[src/rtl/tlk2711_pkg.sv]
// Shared types and defaults for the TLK2711 TX test-pattern frame scheduler.
package tlk2711_pkg;

    typedef enum logic [1:0] {
        IDLE = 2'd0,
        DATA = 2'd1,
        GAP  = 2'd2,
        DONE = 2'd3
    } sched_state_t;

    localparam logic [2:0]  MODE_LONG    = 3'd3;
    localparam logic [15:0] PAT_INIT_DEF = 16'h0001;
    localparam logic [15:0] PAT_STEP_DEF = 16'h0202;
    localparam int          LEN_NORM_DEF = 435;
    localparam int          LEN_LONG_DEF = 5377;

    // Wide enough for the long frame length.
    localparam int          LEN_W        = 13;

endpackage

[src/rtl/tlk2711_pat_gen.sv]
// Pattern word generator: incrementing 16-bit pattern replicated on four lanes,
// closed by a zero filler word at index len-1.
module tlk2711_pat_gen
    import tlk2711_pkg::*;
#(
    parameter logic [15:0] PAT_INIT = PAT_INIT_DEF,
    parameter logic [15:0] PAT_STEP = PAT_STEP_DEF
) (
    input  logic             clk,
    input  logic             rst_n,
    input  logic             advance,
    input  logic             restart,
    input  logic [LEN_W-1:0] len,
    output logic [63:0]      data,
    output logic             first,
    output logic             last
);

    logic [15:0]      pat;
    logic [LEN_W-1:0] idx;

    assign first = (idx == '0);
    assign last  = (idx == len - LEN_W'(1));
    assign data  = last ? 64'h0 : {4{pat}};

    // Issuing the filler word wraps straight back to the start of the next frame.
    always_ff @(posedge clk or negedge rst_n) begin
        if (!rst_n) begin
            pat <= PAT_INIT;
            idx <= '0;
        end else if (restart) begin
            pat <= PAT_INIT;
            idx <= '0;
        end else if (advance) begin
            if (last) begin
                pat <= PAT_INIT;
                idx <= '0;
            end else begin
                pat <= pat + PAT_STEP;
                idx <= idx + LEN_W'(1);
            end
        end
    end

endmodule

[src/rtl/tlk2711_tx_frame_sched.sv]
// TLK2711 TX frame scheduler: emits N frames (or continuous until stop) with an idle gap.
// Optional error injection on bit 0 of pattern words: define TLK2711_TX_SCHED_ERRINJ_EN.
module tlk2711_tx_frame_sched
    import tlk2711_pkg::*;
#(
    parameter int          LEN_NORM = LEN_NORM_DEF,
    parameter int          LEN_LONG = LEN_LONG_DEF,
    parameter logic [15:0] PAT_INIT = PAT_INIT_DEF,
    parameter logic [15:0] PAT_STEP = PAT_STEP_DEF
) (
    input  logic        clk,
    input  logic        rst_n,
    input  logic        i_soft_rst,
    input  logic        i_tx_start,
    input  logic [2:0]  i_tx_mode,
    input  logic [15:0] i_frame_num,
    input  logic [15:0] i_gap_cycles,
    input  logic        i_tx_stop,
    input  logic        i_fifo_ready,
`ifdef TLK2711_TX_SCHED_ERRINJ_EN
    input  logic        i_err_inj,
    output logic [15:0] o_err_inj_cnt,
`endif
    output logic        o_valid,
    output logic [63:0] o_data,
    output logic        o_sof,
    output logic        o_eof,
    output logic        o_busy,
    output logic [15:0] o_frame_cnt,
    output logic        o_done
);

    sched_state_t     state;
    logic             start_r;
    logic             start_p;
    logic [LEN_W-1:0] len_r;
    logic [15:0]      frame_num_r;
    logic [15:0]      gap_r;
    logic [15:0]      gap_cnt;
    logic             stop_pend;
    logic             issue;
    logic             stop_now;
    logic             target_met;
    logic [63:0]      pat_data;
    logic [63:0]      word;
    logic             pat_first;
    logic             pat_last;

    assign start_p    = i_tx_start & ~start_r;
    assign issue      = (state == DATA) && i_fifo_ready;
    assign stop_now   = stop_pend | i_tx_stop;
    assign target_met = (frame_num_r != 16'd0) && ((o_frame_cnt + 16'd1) == frame_num_r);

    tlk2711_pat_gen #(
        .PAT_INIT (PAT_INIT),
        .PAT_STEP (PAT_STEP)
    ) u_pat_gen (
        .clk     (clk),
        .rst_n   (rst_n),
        .advance (issue),
        .restart (i_soft_rst || (state != DATA)),
        .len     (len_r),
        .data    (pat_data),
        .first   (pat_first),
        .last    (pat_last)
    );

`ifdef TLK2711_TX_SCHED_ERRINJ_EN
    logic inj_pend;
    logic inj_now;

    assign inj_now = issue && !pat_last && (inj_pend || i_err_inj);
    assign word    = pat_data ^ {63'd0, inj_now};

    // A pulse arriving while an earlier one is being consumed stays pending.
    always_ff @(posedge clk or negedge rst_n) begin
        if (!rst_n) begin
            inj_pend      <= 1'b0;
            o_err_inj_cnt <= 16'd0;
        end else if (i_soft_rst) begin
            inj_pend      <= 1'b0;
            o_err_inj_cnt <= 16'd0;
        end else if (inj_now) begin
            inj_pend      <= inj_pend & i_err_inj;
            o_err_inj_cnt <= o_err_inj_cnt + 16'd1;
        end else if (i_err_inj) begin
            inj_pend      <= 1'b1;
        end
    end
`else
    assign word = pat_data;
`endif

    always_ff @(posedge clk or negedge rst_n) begin
        if (!rst_n) begin
            state       <= IDLE;
            start_r     <= 1'b0;
            len_r       <= LEN_W'(LEN_NORM);
            frame_num_r <= 16'd0;
            gap_r       <= 16'd0;
            gap_cnt     <= 16'd0;
            stop_pend   <= 1'b0;
            o_valid     <= 1'b0;
            o_data      <= 64'h0;
            o_sof       <= 1'b0;
            o_eof       <= 1'b0;
            o_busy      <= 1'b0;
            o_frame_cnt <= 16'd0;
            o_done      <= 1'b0;
        end else if (i_soft_rst) begin
            state       <= IDLE;
            start_r     <= 1'b0;
            len_r       <= LEN_W'(LEN_NORM);
            frame_num_r <= 16'd0;
            gap_r       <= 16'd0;
            gap_cnt     <= 16'd0;
            stop_pend   <= 1'b0;
            o_valid     <= 1'b0;
            o_data      <= 64'h0;
            o_sof       <= 1'b0;
            o_eof       <= 1'b0;
            o_busy      <= 1'b0;
            o_frame_cnt <= 16'd0;
            o_done      <= 1'b0;
        end else begin
            start_r <= i_tx_start;
            o_valid <= 1'b0;
            o_sof   <= 1'b0;
            o_eof   <= 1'b0;
            o_done  <= 1'b0;
            case (state)
                IDLE: begin
                    stop_pend <= 1'b0;
                    if (start_p) begin
                        state       <= DATA;
                        len_r       <= (i_tx_mode == MODE_LONG) ? LEN_W'(LEN_LONG) : LEN_W'(LEN_NORM);
                        frame_num_r <= i_frame_num;
                        gap_r       <= i_gap_cycles;
                        o_frame_cnt <= 16'd0;
                        o_busy      <= 1'b1;
                    end
                end
                DATA: begin
                    if (i_tx_stop) stop_pend <= 1'b1;
                    if (issue) begin
                        o_valid <= 1'b1;
                        o_data  <= word;
                        o_sof   <= pat_first;
                        o_eof   <= pat_last;
                        if (pat_last) begin
                            o_frame_cnt <= o_frame_cnt + 16'd1;
                            if (target_met || stop_now) begin
                                state <= DONE;
                            end else if (gap_r != 16'd0) begin
                                state   <= GAP;
                                gap_cnt <= gap_r;
                            end
                        end
                    end
                end
                GAP: begin
                    if (stop_now) begin
                        state <= DONE;
                    end else begin
                        if (gap_cnt == 16'd1) state <= DATA;
                        gap_cnt <= gap_cnt - 16'd1;
                    end
                end
                DONE: begin
                    o_done <= 1'b1;
                    o_busy <= 1'b0;
                    state  <= IDLE;
                end
                default: state <= IDLE;
            endcase
        end
    end

endmodule

[config.mk]
export PLATFORM = sky130hd
export DESIGN_NAME = tlk2711_tx_frame_sched
export DESIGN_NICKNAME = d
export VERILOG_FILES = /design/src/rtl/tlk2711_pkg.sv /design/src/rtl/tlk2711_pat_gen.sv /design/src/rtl/tlk2711_tx_frame_sched.sv
export SDC_FILE = /design/constraint.sdc
export NUM_CORES = 1
export LEC_CHECK = 0
export ABC_AREA = 1
export BUFFER_PORTS_ARGS = -buffer_cell sky130_fd_sc_hd__buf_2
export CAP_MARGIN = 20
export CORE_MARGIN = 4
export CORE_UTILIZATION = 56
export DETAILED_ROUTE_END_ITERATION = 12
export GPL_TIMING_DRIVEN = 0
export PLACE_DENSITY = 0.91
export SLEW_MARGIN = 0
export SYNTH_ARGS = -nofsm -noshare
export SYNTH_HDL_FRONTEND = slang
export SYNTH_SLANG_ARGS = --single-unit
[constraint.sdc]
create_clock -name clk -period 2.4 [get_ports clk]
set_input_delay 0.36 -clock clk [delete_from_list [all_inputs] [get_ports clk]]
set_output_delay 0.36 -clock clk [all_outputs]
set_load 0.1 [all_outputs]
After elaboration in Yosys (flattened, before gate mapping)
Cells that the tools add are included.

Bits in registers: 179. Bits of input ports: 41. Logic and storage cells: 123.

$add $sub $neg: 5. Equal/unequal tests: 17. Mux-type cells: 59. Bitwise logic cells: 3. Reduce and logical (&&, ||, !) cells: 23.

Operator list (count): $mux 16 (19); $mux 64 (4); $mux 13 (7); $pmux 16 s2 (2); $reduce_bool 16->1 (2); $ne 3x3->1 const B (6); $add 16x1->16 const B (1); $add 16x10->16 const B (1); $eq 16x1->1 const B (1); $eq 16x16->1 (1); $mux 1 (16); $mux 2 (8); $sub 16x1->16 const B (1); $add 13x1->13 const B (1); $eq 13x13->1 (1); $logic_not 13->1 (1); $sub 13x1->13 const B (1); $reduce_bool 2->1 (5); $reduce_bool 3->1 (3); $pmux 2 s4 (1); $reduce_and 2->1 (4); $reduce_and 6->1 (1); $reduce_and 5->1 (1); $eq 2x2->1 const B (2); other kinds (14) (17).

Depth between registers and ports, before layout
Word-level depth: 9. Mapped depth: 18.

By module
From an unflattened synthesis, not the netlist that was laid out.

Cells, all modules: 1234. Area total of the unflattened synthesis: 9416.5 um^2.

By module, submodules not included: tlk2711_tx_frame_sched (times used 1, cells an instance 865, area each 6796.5 um^2, seq. area each 3479.6 um^2); tlk2711_pat_gen (times used 1, cells an instance 369, area each 2620.0 um^2, seq. area each 726.9 um^2).

Least setup slack after synthesis
OpenSTA, ideal clock, no wires.

Path type: reg2reg. Start point: register o_frame_cnt[1]. End point: register gap_cnt[8]. Library setup time: 117 ps. Arrival: 2643 ps. Required time: 2283 ps. Setup slack: -360 ps. Cell stages (with the launch flop): 18. Period minus slack after synthesis: 2760 ps. Path through: dfrtp_1 > ha_1 > nand2_1 > nor2_1 > nand3_1 > nand2_1 > nand2_1 > nand2_1 > nand2_1 > nor2_1 > nand2_1 > nor2_1 > nand2_1 > nand2_2 > nand2_4 > buf_4 > nand3_1 > nand2_1.

Word-level cells in the longest chain between the ends: 6.

RTL lines: start: declaration (line tlk2711_tx_frame_sched.sv:29) `output logic [15:0] o_frame_cnt,`; start signal: assignment (line tlk2711_tx_frame_sched.sv:151) `o_frame_cnt <= o_frame_cnt + 16'd1;`; $add 16x1->16 (line tlk2711_tx_frame_sched.sv:52) `assign target_met = (frame_num_r != 16'd0) && ((o_frame_cnt + 16'd1) == frame_num_r);`; $eq 16x16->1 (line tlk2711_tx_frame_sched.sv:52); $logic_and 1x1->1 (line tlk2711_tx_frame_sched.sv:52); $logic_or 1x1->1 (line tlk2711_tx_frame_sched.sv:152) `if (target_met || stop_now) begin`; $ne 3x3->1 (no line); $reduce_and 6->1 (no line); end signal: assignment (line tlk2711_tx_frame_sched.sv:156) `gap_cnt <= gap_r;`; end signal: assignment (line tlk2711_tx_frame_sched.sv:166) `gap_cnt <= gap_cnt - 16'd1;`; end: declaration (line tlk2711_tx_frame_sched.sv:39) `logic [15:0] gap_cnt;`.

Every way passes these cells. A chain may end at the register's enable or synchronous reset.

Final worst setup path
Start point: register o_frame_cnt[0]. End point: register gap_cnt[11].

The elaborated chain is that of the path after synthesis.

==> impl_summary.log <==
[metrics] starting utilization of the core area: 0.569
[metrics] post-route ant nets: 0
[metrics] Post-Synthesis Cell Area: ~0.0068 mm²
[metrics] kind of critical path: flop to flop
[metrics] setup repair after global routing missed its margin: yes
[metrics] die outline area: between 0.01 and 0.015 mm²
[metrics] Crit-path slowest cell: sky130_fd_sc_hd__dfrtp_4
[metrics] clock buffer depth: 2
[metrics] kind of capture point of the worst setup path: flop
[metrics] total detailed-routing wirelength: 19200 µm
[metrics] share of synthesized area occupied by flip-flops and latches: 0.441
[metrics] CTS sink cnt: 120
[metrics] share of cell area taken by muxes after synthesis: 0
[metrics] final standard cell count with taps included and fillers excluded: 1201
[metrics] count of max-cap constraint violations: 0
[metrics] critical path fanouts, max: 9
[metrics] CTS tree: done
[metrics] crit share post-route: 0.982
[metrics] worst hold-check slack: around 180 ps
[metrics] core utilization of the finished layout: 0.708
[metrics] ordered cell list for the critical path: ha_4 > nand2_2 > inv_1 > nand2_1 > nand3_1 > nand2_1 > nand3_1 > nor2_2 > nand3_2 > nor2_2 > nand2_2 > nand2_4 > nand2_8 > nand2_8 > buf_8 > nand2_1 > nand2_1
[metrics] leak pwr: roughly 4.2 nW
[metrics] peak supply drop: 0.716 mV
[metrics] power density of the placed cells: between 900 and 1000 mW/mm²
[metrics] result of the run: complete, no violations
[metrics] Final Slew Violations: 0
[metrics] Avg Synthesized Cell Area: between 7 and 8 µm²
[metrics] fill cell total of the finished layout: between 800 and 900
[metrics] synthesized-area fraction occupied by ao, oa, aoi and oai cells: 0.115
[metrics] die width: 118 µm
[metrics] wire length of the first global-routing pass: 29800 µm
[metrics] data arrival at the endpoint of the critical path: 2710 ps
[metrics] residual overflow from global routing: 0
[metrics] layout cell share with drive strength beyond 1: 0.256
[metrics] final period demand of the worst path: about 2400 ps
[metrics] Unique masters post-synth: 40
[metrics] Critical Path Source Type: flop
[metrics] CP Data Required Time: about 2800 ps
[metrics] biggest area consumer among synthesized cells: sky130_fd_sc_hd__dfrtp_1
[metrics] transition time at the pin with the least slew margin: just under 600 ps
[metrics] pin count of the biggest net entering global routing: 86
[metrics] Core Box Area: around 0.012 mm²
[metrics] post-DR wirelength/cell: between 15 and 20 µm
[metrics] number of top-level pins: around 130
[metrics] Detail Placement HPWL: approximately 13000 µm
[metrics] number of buffers created by CTS: 17
[metrics] number of antenna violations at the first check in global routing: 0
[metrics] Hold/Removal Path Class: primary input to flop
[metrics] library cell appearing most often on the critical path: sky130_fd_sc_hd__nand2_1
[metrics] Skew-Pair Late Insertion Delay: approximately 420 ps
[metrics] Post-Syn Instances: 887
[metrics] IO buf count: about 120
[metrics] count of antenna diodes in the layout: 0
[metrics] largest family of logic cells by synthesized area: simple AND/OR/NAND/NOR gates
[metrics] number of nets produced by synthesis: 934
[metrics] area added between synthesis and finish: 24.4%
[metrics] number of levels in the clock H-tree: 4
[metrics] number of detailed-routing iterations run before antenna repair: 9
[metrics] number of global-route vias before repair: 6260
[metrics] skew final: 5.85 ps
[metrics] timing-limited maximum frequency: 424 MHz
[metrics] Max-slew headroom: 0.609
[metrics] Site Rows: 40
[metrics] Chip Height: 118 µm
[metrics] peak per-stage delay on the critical path: 510 ps
[metrics] Synth top area share: 0.434
[metrics] Setup Viol. Count Final: 0
[metrics] largest cells by area after synthesis: sky130_fd_sc_hd__dfrtp_1 (43%), sky130_fd_sc_hd__nand2_1 (9.1%), sky130_fd_sc_hd__nand3_1 (6.9%)
[metrics] share of synthesized cell area in and, or, nand and nor gates: 0.272
[metrics] number of warning messages in the yosys log: 0
[metrics] final net count: 1088
[metrics] total of flip-flops plus latches after synthesis: 120
[metrics] cell count after placement: 1159
[metrics] DRC Markers: 0
[metrics] clock-pin slew reported for the worst setup and hold paths after clock tree synthesis: 50 ps
[metrics] final count of hold timing violations: 0
[metrics] violation count after the first detailed-route iteration: 852
[metrics] Synth Area in XOR/XNOR: 0.0213
[metrics] last weighted congestion value of the routability-driven placer: 0.959
[metrics] vias per inst: around 5.7
[metrics] overall track demand over capacity in global routing: 0.263
[metrics] number of vias after detailed routing: 6862
[metrics] cell at the root of the clock tree: sky130_fd_sc_hd__clkbuf_16
[metrics] adder-cell share of the synthesized area: 0.0110
cell type report:
cell class	instances	area, µm²	share of cell area
Timing Repair Buffer	135	779	0.0920
Tap cell	147	184	0.0217
Inverter	122	458	0.0540
Clock buffer	24	482	0.0568
Multi-Input combinational cell	571	2950	0.348
Sequential cell	120	3030	0.357
Buffer	74	497	0.0586
Clock inverter	8	96.3	0.0114
power by group:
group	switching (mW)	internal (mW)
clock network	0.895	1.60
logic	1.87	0.890
registers	0.254	2.30
flip-flops by register name (all words and copies together), names as in the netlist, 2 cells and up:
name           cells
state              2
gap_r             16
frame_num_r       16
gap_cnt           16
u_pat_gen.idx     13
o_data            16
o_frame_cnt       16
len_r              2
u_pat_gen.pat     16
synth_stat cells:
library cell and count:
sky130_fd_sc_hd__o2111ai_2 1, sky130_fd_sc_hd__buf_2 4, sky130_fd_sc_hd__a21boi_0 1, sky130_fd_sc_hd__clkinv_1 2, sky130_fd_sc_hd__o21bai_1 2, sky130_fd_sc_hd__o211ai_1 1, sky130_fd_sc_hd__xnor2_1 2, sky130_fd_sc_hd__xnor3_1 1
sky130_fd_sc_hd__xor2_1 12, sky130_fd_sc_hd__or2_2 1, sky130_fd_sc_hd__nor3_4 1, sky130_fd_sc_hd__o21a_1 1, sky130_fd_sc_hd__o21ai_0 70, sky130_fd_sc_hd__nand3_1 94, sky130_fd_sc_hd__a211oi_1 5, sky130_fd_sc_hd__nor4_4 1
sky130_fd_sc_hd__nand2_4 3, sky130_fd_sc_hd__nand3b_1 5, sky130_fd_sc_hd__nor3_1 18, sky130_fd_sc_hd__a31oi_1 6, sky130_fd_sc_hd__nor2_1 88, sky130_fd_sc_hd__o21ai_1 2, sky130_fd_sc_hd__nand4_1 18, sky130_fd_sc_hd__ha_1 6
sky130_fd_sc_hd__a21oi_1 23, sky130_fd_sc_hd__nand2_1 166, sky130_fd_sc_hd__buf_4 51, sky130_fd_sc_hd__buf_8 1, sky130_fd_sc_hd__a2111oi_0 1, sky130_fd_sc_hd__nor2_2 3, sky130_fd_sc_hd__nand2_2 2, sky130_fd_sc_hd__nor4_1 6
sky130_fd_sc_hd__inv_2 2, sky130_fd_sc_hd__inv_1 118, sky130_fd_sc_hd__dfrtp_1 118, sky130_fd_sc_hd__nor2_4 4, sky130_fd_sc_hd__clkbuf_1 18, sky130_fd_sc_hd__o22ai_1 25, sky130_fd_sc_hd__a221oi_1 2, sky130_fd_sc_hd__dfstp_2 2
kinds of logic after synthesis:
logic type / count (synthesis)
AOI/OAI and AO/OA: 140
adders and majority gates: 6
and+or+nand+nor: 410
DFF: 120
buffers and inverters: 196
xor gates and xnor gates: 15
metrics by stage:
| step | setup TNS [ps] | setup slack, ps | power, mW | cell area (µm²) |
|---|---|---|---|---|
| finish | 0 | 42.5 | 7.81 | 8470 |
| detailed placement | -1060 | -99.7 | 4.95 | 7670 |
| floorplan | 0 | 32.6 | 4.36 | 6830 |
| CTS | 0 | 0.0826 | 7.49 | 8270 |
| global placement | -57630 | -849 | 4.89 | 7630 |
| global route | -1370 | -117 | 8.17 | 8470 |
worst paths after layout:
| check | slack [ps] | cells after the start | start | to |
|---|---|---|---|---|
| max | 40 | 17 | o_frame_cnt[0]$_DFFE_PN0P_ | gap_cnt[11]$_DFFE_PN0P_ |
| min | 180 | 3 | i_tx_start | start_r$_DFF_PN0_ |
| max reg2reg | 40 | 17 | o_frame_cnt[0]$_DFFE_PN0P_ | gap_cnt[11]$_DFFE_PN0P_ |
| min reg2reg | 470 | 2 | u_pat_gen.pat[0]$_DFFE_PN1P_ | u_pat_gen.pat[0]$_DFFE_PN1P_ |
| max in group asynchronous | 1250 | 3 | rst_n | len_r[7]$_DFFE_PN1P_ |
| min in group asynchronous | 400 | 2 | rst_n | o_frame_cnt[12]$_DFFE_PN0P_ |
layer usage:
layer  up-vias  part of all wire  GRT usage
met5         -                 0          0
met4         0             0.036      0.110
met3        79              0.10     0.0612
met2       453              0.47      0.432
met1      3158              0.39      0.335
li1       3172                 -          -
critical path: cells and delay by family (launching register included):
family                   cells  cell delay, ps
adder cells (fa/ha/maj)      1             190
buffers and inverters        2             180
flip-flops                   1             510
AND/OR/NAND/NOR             14            1410
placed cells by master (no fill, tap or decap), types with 3 or more instances in the layout:
cell type / instances
sky130_fd_sc_hd__buf_2: 127
sky130_fd_sc_hd__nor4_1: 6
sky130_fd_sc_hd__nand3_1: 92
sky130_fd_sc_hd__nor3_1: 17
sky130_fd_sc_hd__nand3b_1: 5
sky130_fd_sc_hd__o21ai_1: 3
sky130_fd_sc_hd__a21oi_1: 23
sky130_fd_sc_hd__clkbuf_16: 19
sky130_fd_sc_hd__nand4_1: 18
sky130_fd_sc_hd__o21ai_0: 69
sky130_fd_sc_hd__buf_4: 56
sky130_fd_sc_hd__dfrtp_1: 105
sky130_fd_sc_hd__nand2_1: 162
sky130_fd_sc_hd__nor2_4: 7
sky130_fd_sc_hd__nor2_1: 82
sky130_fd_sc_hd__nor2_2: 6
sky130_fd_sc_hd__nand2_2: 5
sky130_fd_sc_hd__clkbuf_2: 3
sky130_fd_sc_hd__clkbuf_1: 19
sky130_fd_sc_hd__clkbuf_8: 3
sky130_fd_sc_hd__a31oi_1: 6
sky130_fd_sc_hd__dfrtp_2: 11
sky130_fd_sc_hd__o22ai_1: 25
sky130_fd_sc_hd__clkinv_2: 4
sky130_fd_sc_hd__inv_2: 4
sky130_fd_sc_hd__xor2_1: 12
sky130_fd_sc_hd__ha_1: 5
sky130_fd_sc_hd__a211oi_1: 5
sky130_fd_sc_hd__inv_1: 116
what timing repair did:
action / 4_1_cts / 5_1_grt
endpoints found under the hold margin: 35 / 0
hold buffers: 1 / 0
cloned: 0 / 2
pin swaps: 0 / 7
resized for setup: 3 / 30
setup buffers: 1 / 6
setup endpoints to repair: 14 / 68
Note: power is estimated with default switching activity, not from simulation.
